--- src/rtl/cpu_mon_pkg.sv ---
// Shared state encoding, halt-instruction default and saturating increment
// used by the CPU run monitor.
package cpu_mon_pkg;

   typedef enum logic [1:0] {
      MON_RUN     = 2'd0,
      MON_HALTED  = 2'd1,
      MON_TIMEOUT = 2'd2
   } mon_state_e;

   localparam logic [31:0] CPU_MON_HALT_INSN_DEFAULT = 32'h0000_006F;

   // Operates on a 64-bit carrier so any counter width up to 64 can share it.
   function automatic logic [63:0] sat_inc(input logic [63:0] value,
                                           input logic [63:0] max_value);
      return (value >= max_value) ? max_value : value + 64'd1;
   endfunction

endpackage

--- src/rtl/cpu_run_monitor_if.sv ---
// Observation bundle of the core's fetch and write strobes; the core side
// drives it (master), the run monitor watches it (slave).
interface cpu_run_monitor_if #(
   parameter int unsigned XLEN = 32
);
   logic            fetch_valid;
   logic [XLEN-1:0] fetch_pc;
   logic [31:0]     fetch_insn;
   logic            reg_write;
   logic            mem_write;

   modport master (
      output fetch_valid, fetch_pc, fetch_insn, reg_write, mem_write
   );

   modport slave (
      input fetch_valid, fetch_pc, fetch_insn, reg_write, mem_write
   );
endinterface

--- src/rtl/cpu_mon_hist_buf.sv ---
// Circular buffer of the most recently fetched PCs; index 0 reads the newest
// entry and indices at or beyond the fill level read as zero.
module cpu_mon_hist_buf #(
   parameter int unsigned XLEN  = 32,
   parameter int unsigned DEPTH = 8
) (
   input  logic                     clk,
   input  logic                     reset,
   input  logic                     clear,
   input  logic                     wr_en,
   input  logic [XLEN-1:0]          wr_pc,
   input  logic [$clog2(DEPTH)-1:0] rd_idx,
   output logic [XLEN-1:0]          rd_pc,
   output logic [$clog2(DEPTH):0]   level
);
   localparam int unsigned AW = $clog2(DEPTH);
   localparam logic [AW:0] LEVEL_FULL = (AW+1)'(DEPTH);

   logic [AW-1:0]   wr_ptr_q, wr_ptr_d;
   logic [AW:0]     level_q, level_d;
   logic [XLEN-1:0] ent [DEPTH];
   logic [AW-1:0]   rd_addr;

   genvar gi;
   for (gi = 0; gi < DEPTH; gi++) begin : g_ent
      logic [XLEN-1:0] ent_q, ent_d;

      always_comb begin
         ent_d = ent_q;
         if (clear) begin
            ent_d = '0;
         end else if (wr_en && (wr_ptr_q == AW'(gi))) begin
            ent_d = wr_pc;
         end
      end

      always_ff @(posedge clk or posedge reset) begin
         if (reset) begin
            ent_q <= '0;
         end else begin
            ent_q <= ent_d;
         end
      end

      assign ent[gi] = ent_q;
   end

   always_comb begin
      wr_ptr_d = wr_ptr_q;
      level_d  = level_q;
      if (clear) begin
         wr_ptr_d = '0;
         level_d  = '0;
      end else if (wr_en) begin
         wr_ptr_d = wr_ptr_q + AW'(1);
         if (level_q != LEVEL_FULL) begin
            level_d = level_q + (AW+1)'(1);
         end
      end
   end

   always_ff @(posedge clk or posedge reset) begin
      if (reset) begin
         wr_ptr_q <= '0;
         level_q  <= '0;
      end else begin
         wr_ptr_q <= wr_ptr_d;
         level_q  <= level_d;
      end
   end

   // The newest entry sits just behind the write pointer; wrap is modulo DEPTH.
   assign rd_addr = wr_ptr_q - AW'(1) - rd_idx;
   assign rd_pc   = ({1'b0, rd_idx} < level_q) ? ent[rd_addr] : '0;
   assign level   = level_q;

endmodule

--- src/rtl/cpu_run_monitor.sv ---
// Run monitor beside the multicycle RV32 core: statistics counters, halt
// detection and a cycle watchdog. PC history is built only with CPU_MON_HIST_EN.
module cpu_run_monitor
   import cpu_mon_pkg::*;
#(
   parameter int unsigned XLEN       = 32,
   parameter int unsigned CNT_W      = 32,
   parameter int unsigned MAX_CYCLES = 1000,
   parameter logic [31:0] HALT_INSN  = CPU_MON_HALT_INSN_DEFAULT,
   parameter int unsigned HIST_DEPTH = 8
) (
   input  logic                          clk,
   input  logic                          reset,
   input  logic                          clear,
   cpu_run_monitor_if.slave              mon,
   input  logic [$clog2(HIST_DEPTH)-1:0] hist_rd_idx,
   output logic [XLEN-1:0]               hist_rd_pc,
   output logic [$clog2(HIST_DEPTH):0]   hist_level,
   output logic [CNT_W-1:0]              cycle_count,
   output logic [CNT_W-1:0]              insn_count,
   output logic [CNT_W-1:0]              regwr_count,
   output logic [CNT_W-1:0]              memwr_count,
   output logic                          halted,
   output logic                          timeout,
   output logic                          done
);
   localparam logic [63:0]      CNT_MAX = {64{1'b1}} >> (64 - CNT_W);
   localparam logic [CNT_W-1:0] MAX_C   = CNT_W'(MAX_CYCLES);

   mon_state_e       state_q, state_d;
   logic             counting;
   logic             halt_fetch;
   logic [3:0]       strobe;
   logic [CNT_W-1:0] cnt_cur [4];
   logic [CNT_W-1:0] cnt_nxt [4];

   // A clear in the same cycle wins over every event, so nothing is counted.
   assign counting   = (state_q == MON_RUN) && !clear;
   assign halt_fetch = mon.fetch_valid && (mon.fetch_insn == HALT_INSN);
   assign strobe     = {mon.mem_write, mon.reg_write, mon.fetch_valid, 1'b1};

   // Slot 0 counts cycles, then fetches, register writes and memory writes.
   genvar gi;
   for (gi = 0; gi < 4; gi++) begin : g_cnt
      logic [CNT_W-1:0] cnt_q, cnt_d;
      logic [63:0]      cnt_inc;

      always_comb begin
         cnt_inc = sat_inc(64'(cnt_q), CNT_MAX);
         cnt_d   = cnt_q;
         if (clear) begin
            cnt_d = '0;
         end else if (counting && strobe[gi]) begin
            cnt_d = cnt_inc[CNT_W-1:0];
         end
      end

      always_ff @(posedge clk or posedge reset) begin
         if (reset) begin
            cnt_q <= '0;
         end else begin
            cnt_q <= cnt_d;
         end
      end

      assign cnt_cur[gi] = cnt_q;
      assign cnt_nxt[gi] = cnt_d;
   end

   assign cycle_count = cnt_cur[0];
   assign insn_count  = cnt_cur[1];
   assign regwr_count = cnt_cur[2];
   assign memwr_count = cnt_cur[3];

   always_ff @(posedge clk or posedge reset) begin
      if (reset) begin
         state_q <= MON_RUN;
      end else begin
         state_q <= state_d;
      end
   end

   // Halt is tested first so it wins over a watchdog expiring in the same cycle.
   always_comb begin
      state_d = state_q;
      if (clear) begin
         state_d = MON_RUN;
      end else if (state_q == MON_RUN) begin
         if (halt_fetch) begin
            state_d = MON_HALTED;
         end else if (cnt_nxt[0] == MAX_C) begin
            state_d = MON_TIMEOUT;
         end
      end
   end

   always_comb begin
      halted  = 1'b0;
      timeout = 1'b0;
      case (state_q)
         MON_HALTED:  halted  = 1'b1;
         MON_TIMEOUT: timeout = 1'b1;
         default:     ;
      endcase
      done = halted | timeout;
   end

`ifdef CPU_MON_HIST_EN
   cpu_mon_hist_buf #(
      .XLEN  (XLEN),
      .DEPTH (HIST_DEPTH)
   ) u_hist (
      .clk    (clk),
      .reset  (reset),
      .clear  (clear),
      .wr_en  (counting && mon.fetch_valid),
      .wr_pc  (mon.fetch_pc),
      .rd_idx (hist_rd_idx),
      .rd_pc  (hist_rd_pc),
      .level  (hist_level)
   );
`else
   logic unused_hist;
   assign unused_hist = ^{hist_rd_idx, mon.fetch_pc};
   assign hist_rd_pc  = '0;
   assign hist_level  = '0;
`endif

endmodule

--- src/flat_wrapper.sv ---
// flat-port wrapper written by rule: the top's interface ports become plain ports
module cpu_run_monitor_flat import cpu_mon_pkg::*;
#(
   parameter int unsigned XLEN       = 32,
   parameter int unsigned CNT_W      = 32,
   parameter int unsigned MAX_CYCLES = 1000,
   parameter logic [31:0] HALT_INSN  = CPU_MON_HALT_INSN_DEFAULT,
   parameter int unsigned HIST_DEPTH = 8
)
  (clk, reset, clear, hist_rd_idx, hist_rd_pc, hist_level, cycle_count, insn_count, regwr_count, memwr_count, halted, timeout, done, mon_fetch_valid, mon_fetch_pc, mon_fetch_insn, mon_reg_write, mon_mem_write);
  cpu_run_monitor_if #(.XLEN(XLEN)) mon_i ();
  input  logic clk;
  input  logic reset;
  input  logic clear;
  input  logic [$clog2(HIST_DEPTH)-1:0] hist_rd_idx;
  output logic [XLEN-1:0] hist_rd_pc;
  output logic [$clog2(HIST_DEPTH):0] hist_level;
  output logic [CNT_W-1:0] cycle_count;
  output logic [CNT_W-1:0] insn_count;
  output logic [CNT_W-1:0] regwr_count;
  output logic [CNT_W-1:0] memwr_count;
  output logic halted;
  output logic timeout;
  output logic done;
  input wire logic [$bits(mon_i.fetch_valid)-1:0] mon_fetch_valid;
  input wire logic [$bits(mon_i.fetch_pc)-1:0] mon_fetch_pc;
  input wire logic [$bits(mon_i.fetch_insn)-1:0] mon_fetch_insn;
  input wire logic [$bits(mon_i.reg_write)-1:0] mon_reg_write;
  input wire logic [$bits(mon_i.mem_write)-1:0] mon_mem_write;
  assign mon_i.fetch_valid = mon_fetch_valid;
  assign mon_i.fetch_pc = mon_fetch_pc;
  assign mon_i.fetch_insn = mon_fetch_insn;
  assign mon_i.reg_write = mon_reg_write;
  assign mon_i.mem_write = mon_mem_write;
  cpu_run_monitor #(.XLEN(XLEN), .CNT_W(CNT_W), .MAX_CYCLES(MAX_CYCLES), .HALT_INSN(HALT_INSN), .HIST_DEPTH(HIST_DEPTH)) u_core (.clk(clk), .reset(reset), .clear(clear), .mon(mon_i), .hist_rd_idx(hist_rd_idx), .hist_rd_pc(hist_rd_pc), .hist_level(hist_level), .cycle_count(cycle_count), .insn_count(insn_count), .regwr_count(regwr_count), .memwr_count(memwr_count), .halted(halted), .timeout(timeout), .done(done));
endmodule
--- config.mk ---
export PLATFORM = sky130hd
export DESIGN_NAME = cpu_run_monitor_flat
export DESIGN_NICKNAME = d
export VERILOG_FILES = /design/src/rtl/cpu_mon_pkg.sv /design/src/rtl/cpu_run_monitor_if.sv /design/src/rtl/cpu_mon_hist_buf.sv /design/src/rtl/cpu_run_monitor.sv /design/src/flat_wrapper.sv
export SDC_FILE = /design/constraint.sdc
export NUM_CORES = 1
export LEC_CHECK = 0
export ABC_AREA = 0
export BUFFER_PORTS_ARGS = -buffer_cell sky130_fd_sc_hd__clkbuf_2
export CORE_ASPECT_RATIO = 0.8
export CORE_MARGIN = 5
export CORE_UTILIZATION = 48
export DETAILED_ROUTE_END_ITERATION = 16
export PLACE_DENSITY_LB_ADDON = 0.08
export SKIP_LAST_GASP = 1
export SLEW_MARGIN = 15
export SYNTH_ARGS = -nofsm -noshare
export SYNTH_HDL_FRONTEND = slang
export SYNTH_SLANG_ARGS = --single-unit
--- constraint.sdc ---
create_clock -name clk -period 3.3 [get_ports clk]
set_input_delay 0 -clock clk [delete_from_list [all_inputs] [get_ports clk]]
set_output_delay 0 -clock clk [all_outputs]
set_load 0.01 [all_outputs]
==> results of run 1 <==
-- cell families (layout without fill, tap and decap cells) --
logic type                 count (synthesis)  after routing  synth area share (%)
and+or+nand+nor                          401            401                  24.9
other                                      1             36                0.0454
DFF                                      130            130                  39.4
AOI/OAI and AO/OA                        332            332                  24.0
buffers and inverters                    134            273                  8.04
muxes                                      1              1                 0.121
adders and majority gates                  7              7                  1.06
xor gates and xnor gates                  23             23                  2.44
-- report_power, final --
group / internal (mW) / switching (mW) / leakage, nW / total (mW)
registers: 1.60 / 0.0153 / 1.81 / 1.62
clock network: 1.27 / 0.697 / 0.288 / 1.97
logic: 0.0753 / 0.166 / 2.51 / 0.242
-- per-stage QoR --
step | worst slack (ns) | instance area, sq um | power [mW] | std cells | hold slack, ns
6_report | 0.367 | 9870 | 3.83 | 1423 | 0.0146
5_1_grt | 0.177 | 9870 | 3.96 | 1423 | 0.0410
4_1_cts | 0.370 | 9870 | 3.86 | 1423 | 0.00961
3_5_place_dp | 0.384 | 9270 | 1.89 | 1392 | 0.0485
3_3_place_gp | 0.434 | 9270 | 1.89 | 1392 | 0.0549
2_1_floorplan | 0.537 | 8400 | 1.83 | 1064 | 0.261
-- per-layer routing --
layer / vias up / GRT usage [%]
li1: 4006 / -
met2: 335 / 36.1
met1: 3982 / 34.8
met3: 23 / 6.05
met5: - / 0
met4: 0 / 5.97
-- layout make-up --
cell class              count  area, sq um  share of cell area (%)
clock buffers              24          462                    4.68
clock inverters             6          130                    1.32
flip-flops and latches    130         3250                    33.0
repair buffers            201         1100                    11.2
well taps                 220          275                    2.79
inverters                  42          161                    1.63
multi-input cells         800         4490                    45.4
-- flip-flops by register name, indices dropped and copies added (netlist names) --
name and flops:
u_core.memwr_count 32, u_core.state_q 2, u_core.insn_count 32, u_core.cycle_count 32
u_core.regwr_count 32
-- worst paths after layout --
check,startpoint,end
setup / recovery,u_core.cycle_count[0],u_core.state_q[0]
hold / removal,clear,u_core.cycle_count[5]
setup reg to reg,u_core.cycle_count[0],u_core.state_q[0]
hold reg to reg,u_core.regwr_count[1],u_core.regwr_count[1]
max in group asynchronous,reset,u_core.cycle_count[1]
min in group asynchronous,reset,u_core.regwr_count[14]
-- Yosys cell counts, drive strengths merged, types with 3 or more instances --
library cell  number
a211oi             4
a21o              11
a21oi             66
a22o              10
a311oi             3
a31oi             39
a41o               3
a41oi              5
and2              18
and3              20
and4               5
and4b              3
buf               44
clkbuf            48
dfrtp            130
ha                 7
inv               42
nand2            107
nand2b             4
nand3             50
nand4             26
nor2              82
nor2b              6
nor3              31
nor4              26
nor4b              3
o21a              12
o21ai            153
o22ai              3
o31a               4
o31ai              3
o41ai              4
or3                5
or4                5
xnor2             13
xor2              10
-- worst max-delay path: stages (launching register included) --
cell and delay [ns]:
dfrtp_1 0.47, ha_1 0.35, nand4b_1 0.25, buf_4 0.23, nor4_1 0.32, xnor2_1 0.18
nand2_1 0.12, a2111oi_4 0.31, nand4b_1 0.24, o31a_1 0.33
-- what timing repair did --
| item | CTS | global route |
|---|---|---|
| hold buffers | 1 | 0 |
| endpoints found under the hold margin | 18 | 0 |
| endpoints found under the setup margin | 0 | 0 |
==> impl_metrics.toml, run 1 <==
[place]
placement.io_buffers = 168
gp_congestion = 0.911
dp_hpwl_mm = 17.0

[synthesis]
yosysUniqueCellTypes = 73
synth_top_cell_area_share_pct = 39.4
synth_area_leaders = "dfrtp_1 39%, o21ai_0 9.3%, nand2_1 4.9%"
ys_seq_elements = 130
avgSynthCellArea_sq_um = 8.03
synth-main-ff-cell = "dfrtp_1"
synth_edf_count = 0
yosys.area.top_type = "dfrtp_1"
postSynthCellCount = 1029
synth_area_sq_um = 8270
yosysSeqAreaShare_pct = 39.4
ys_async_sr_fraction_pct = 100
ys_warn_count = 0

[global_routing]
first_global_vias = 7516
grt_max_degree = 58
grt_first_pass_wirelength_mm = 39.3
groute.usage.overall_pct = 24.0
antenna_found_initial = 0
grt.overflow.total = 0

[power_and_ir_drop]
peakVddDrop_uv = 342
leakage_nw = 4.60
p_per_area_nw_per_um2 = 388

[layout]
layout_common_cells = "168 x clkbuf_2, 153 x o21ai_0, 130 x dfrtp_1"
fin_util_pct = 59.1
n_antenna_cell = 0
final_common_cell = "clkbuf_2"
nets = 1272
drive_gt1_share_pct = 20.4
fill_cells = 1529
area_growth_pct = 19.4

[hold_path]
whs_path_depth = 3
hold_class = "in2reg"

[sta]
post-route-min-period_ns = 2.93
setup_viol = 0
fmax_mhz = 341
hold_viol_final = 0
slew_headroom_pct = 37.1
tns_ns = 0
clock_skew_ns = 0.00603
worstMarginPinSlew_ns = 0.942
rsz0062_at_grt = "false"
period_share_pct = 88.9
maxSlewViolCount = 0

[routing]
dr_total_vias = 8346
wl_per_cell_microns = 17.3
highest_layer = "met4"
met1_length_mm = 11.4
wl_met3_mm = 1.97
drc_errors = 0
drtIter0Drc = 747
ant_nets = 0
vias_per_cell = 5.87
routed_wl_mm = 24.7
wl_met2_mm = 11.0
drt_pass1_iterations = 5

[clock_tree]
ctsHtreeMaxLevel = 4
cts_resized = 0
clkTransAtPathRegs_ns = 0.06
cts-root-buf = "clkbuf_16"
cts_setup_buffers = 0
cts_sinks = 130
cts.path.max_buffers = 2
numCtsBuffers = 17
cts_tree = "done"
clk_latency_ns = 0.42

[floorplanning]
dieWidth_microns = 157
core_sq_um = 16700
rows = 42
die_h_microns = 127
start_util_pct = 49.5
ios = 240
die_area_sq_um = 20000

[critical_path]
cp.required_ns = 3.60
worstPathArrival_ns = 3.24
cp-end-kind = "flop"
rrSetupSlack_ns = 0.37
cp-start-kind = "flop"
crit_type = "reg2reg"
cp_max_fo = 8
r2r_cells = 9

[job]
max_cap_violations = 0

[status]
outcome = "complete, no violations"
(Power assumes the default switching activity.)
==> run 2, diff against run 1 <==
PLACE_DENSITY = 0.78   (was unset)
PLACE_DENSITY_LB_ADDON = unset   (was 0.08)
==> run 2 against run 1 <==
  * Setup slack got worse by 0.069 ns
  * Final cell count fell by 0.14%
  * Sequential share of layout area rose by 0.16 points
  * First-iteration DRC count rose by 14%
  * Wire length fell by 5.3%
  * Via count rose by 1.1%
  * Critical path type unchanged
==> impl_metrics.toml, run 2 (synthesized netlist as in run 1, its figures left out) <==
[layout]
drive_gt1_share_pct = 20.6
area_growth_pct = 18.8
layout_common_cells = "168 x clkbuf_2, 153 x o21ai_0, 130 x dfrtp_1"
final_common_cell = "clkbuf_2"
n_antenna_cell = 0
final_cell_area_sq_um = 9820
nets = 1268

[power_and_ir_drop]
peakVddDrop_uv = 326
p_per_area_nw_per_um2 = 380
leakage_nw = 4.57

[clock_tree]
cts_setup_buffers = 0
ctsHtreeMaxLevel = 4
numCtsBuffers = 17
cts.path.max_buffers = 2
cts-root-buf = "clkbuf_16"
clkTransAtPathRegs_ns = 0.05
cts_sinks = 130
cts_tree = "done"
clk_latency_ns = 0.42

[floorplanning]
ios = 240
dieWidth_microns = 157
rows = 42
start_util_pct = 49.5
die_area_sq_um = 20000
die_h_microns = 127
core_sq_um = 16700

[hold_path]
hold_class = "in2reg"
whs_path_depth = 4

[place]
placement.io_buffers = 168
dp_hpwl_mm = 16.3
placed_cell_area_sq_um = 9240
gp_congestion = 0.878

[routing]
ant_nets = 0
drc_errors = 0
drt_pass1_iterations = 5
vias_per_cell = 5.94
drtIter0Drc = 855
dr_total_vias = 8438
wl_per_cell_microns = 16.4
routed_wl_mm = 23.3

[sta]
hold_viol_final = 0
slew_headroom_pct = 44.3
period_share_pct = 91.0
rsz0062_at_grt = "false"
tns_ns = 0
post-route-min-period_ns = 3.00
maxSlewViolCount = 0
worstMarginPinSlew_ns = 0.833
fmax_mhz = 333
setup_viol = 0
clock_skew_ns = 0.0114

[global_routing]
grt_max_degree = 65
antenna_found_initial = 1
grt_first_pass_wirelength_mm = 37.7
grt.overflow.total = 0
groute.usage.overall_pct = 22.8
first_global_vias = 7457

[critical_path]
crit_type = "reg2reg"
cp.required_ns = 3.60
worstPathArrival_ns = 3.30
r2r_cells = 9
cp-end-kind = "flop"
cp_max_fo = 8
cp-start-kind = "flop"

[status]
outcome = "complete, no violations"

[job]
max_cap_violations = 0
[run 2: cell types whose count changed in the layout (fill, tap and decap cells not counted)]
cell,change
clkbuf_8,+1
clkinvlp_4,+2
clkinv_4,+1
clkinv_2,+3
buf_4,-4
bufinv_16,-2
clkbuf_1,-3
[run 2: power by group]
| part | switching (mW) | internal, mW |
|---|---|---|
| clock | 0.727 | 1.15 |
| combinational | 0.165 | 0.0752 |
| sequential | 0.0153 | 1.60 |
| total | 0.908 | 2.83 |
[run 2: path summary, 6_finish.rpt]
| check | startpoint | endpoint | slack, ns |
|---|---|---|---|
| max in group asynchronous | reset | u_core.insn_count[31] | 2.11 |
| hold reg to reg | u_core.memwr_count[1] | u_core.memwr_count[1] | 0.52 |
| hold / removal | mon_fetch_valid | u_core.insn_count[3] | 0.02 |
| min in group asynchronous | reset | u_core.cycle_count[15] | 0.29 |
| setup reg to reg | u_core.cycle_count[0] | u_core.state_q[0] | 0.30 |
| setup / recovery | u_core.cycle_count[0] | u_core.state_q[0] | 0.30 |
[run 2: worst max-delay path, stage by stage, from the launching register on]
cell and delay [ns]:
dfrtp_1 0.49, ha_1 0.34, nand4b_1 0.26, buf_4 0.23
nor4_1 0.31, xnor2_1 0.19, nand2_1 0.12, a2111oi_4 0.32
nand4b_1 0.27, o31a_1 0.35
[run 2: repair_timing]
item                                   4_1_cts  5_1_grt
hold buffers                                 1        0
endpoints found under the hold margin       34        0
resized for setup                            0        0
[run 2: layout make-up]
type / count / area [sq um]
clock buffer: 22 / 464
clock inverter: 10 / 109
fill: 1517 / 6890
inverter: 42 / 161
multi-input combinational: 800 / 4490
sequential: 130 / 3250
tap: 220 / 275
timing repair buffer: 197 / 1070
[run 2: metrics by stage]
stage	util (%)	instances	hold slack, ns	worst slack, ns	power, mW
after floorplan	-	1064	0.261	0.537	1.83
after global placement	55.3	1388	0.176	0.434	1.88
after detailed placement	55.3	1388	0.198	0.366	1.89
after CTS	58.8	1421	0.00767	0.340	3.75
after global routing	58.8	1421	0.0350	0.0832	3.86
final	58.8	1421	0.0181	0.297	3.73
[run 2: routing by layer]
metal	track usage, %	wire length, microns	part of all wire [%]	vias to the layer above
li1	-	-	-	4016
met5	0	12	0.051	-
met3	5.85	1910	8.2	31
met4	6.12	334	1.4	2
met2	34.8	10700	46	372
met1	32.5	10400	45	4017
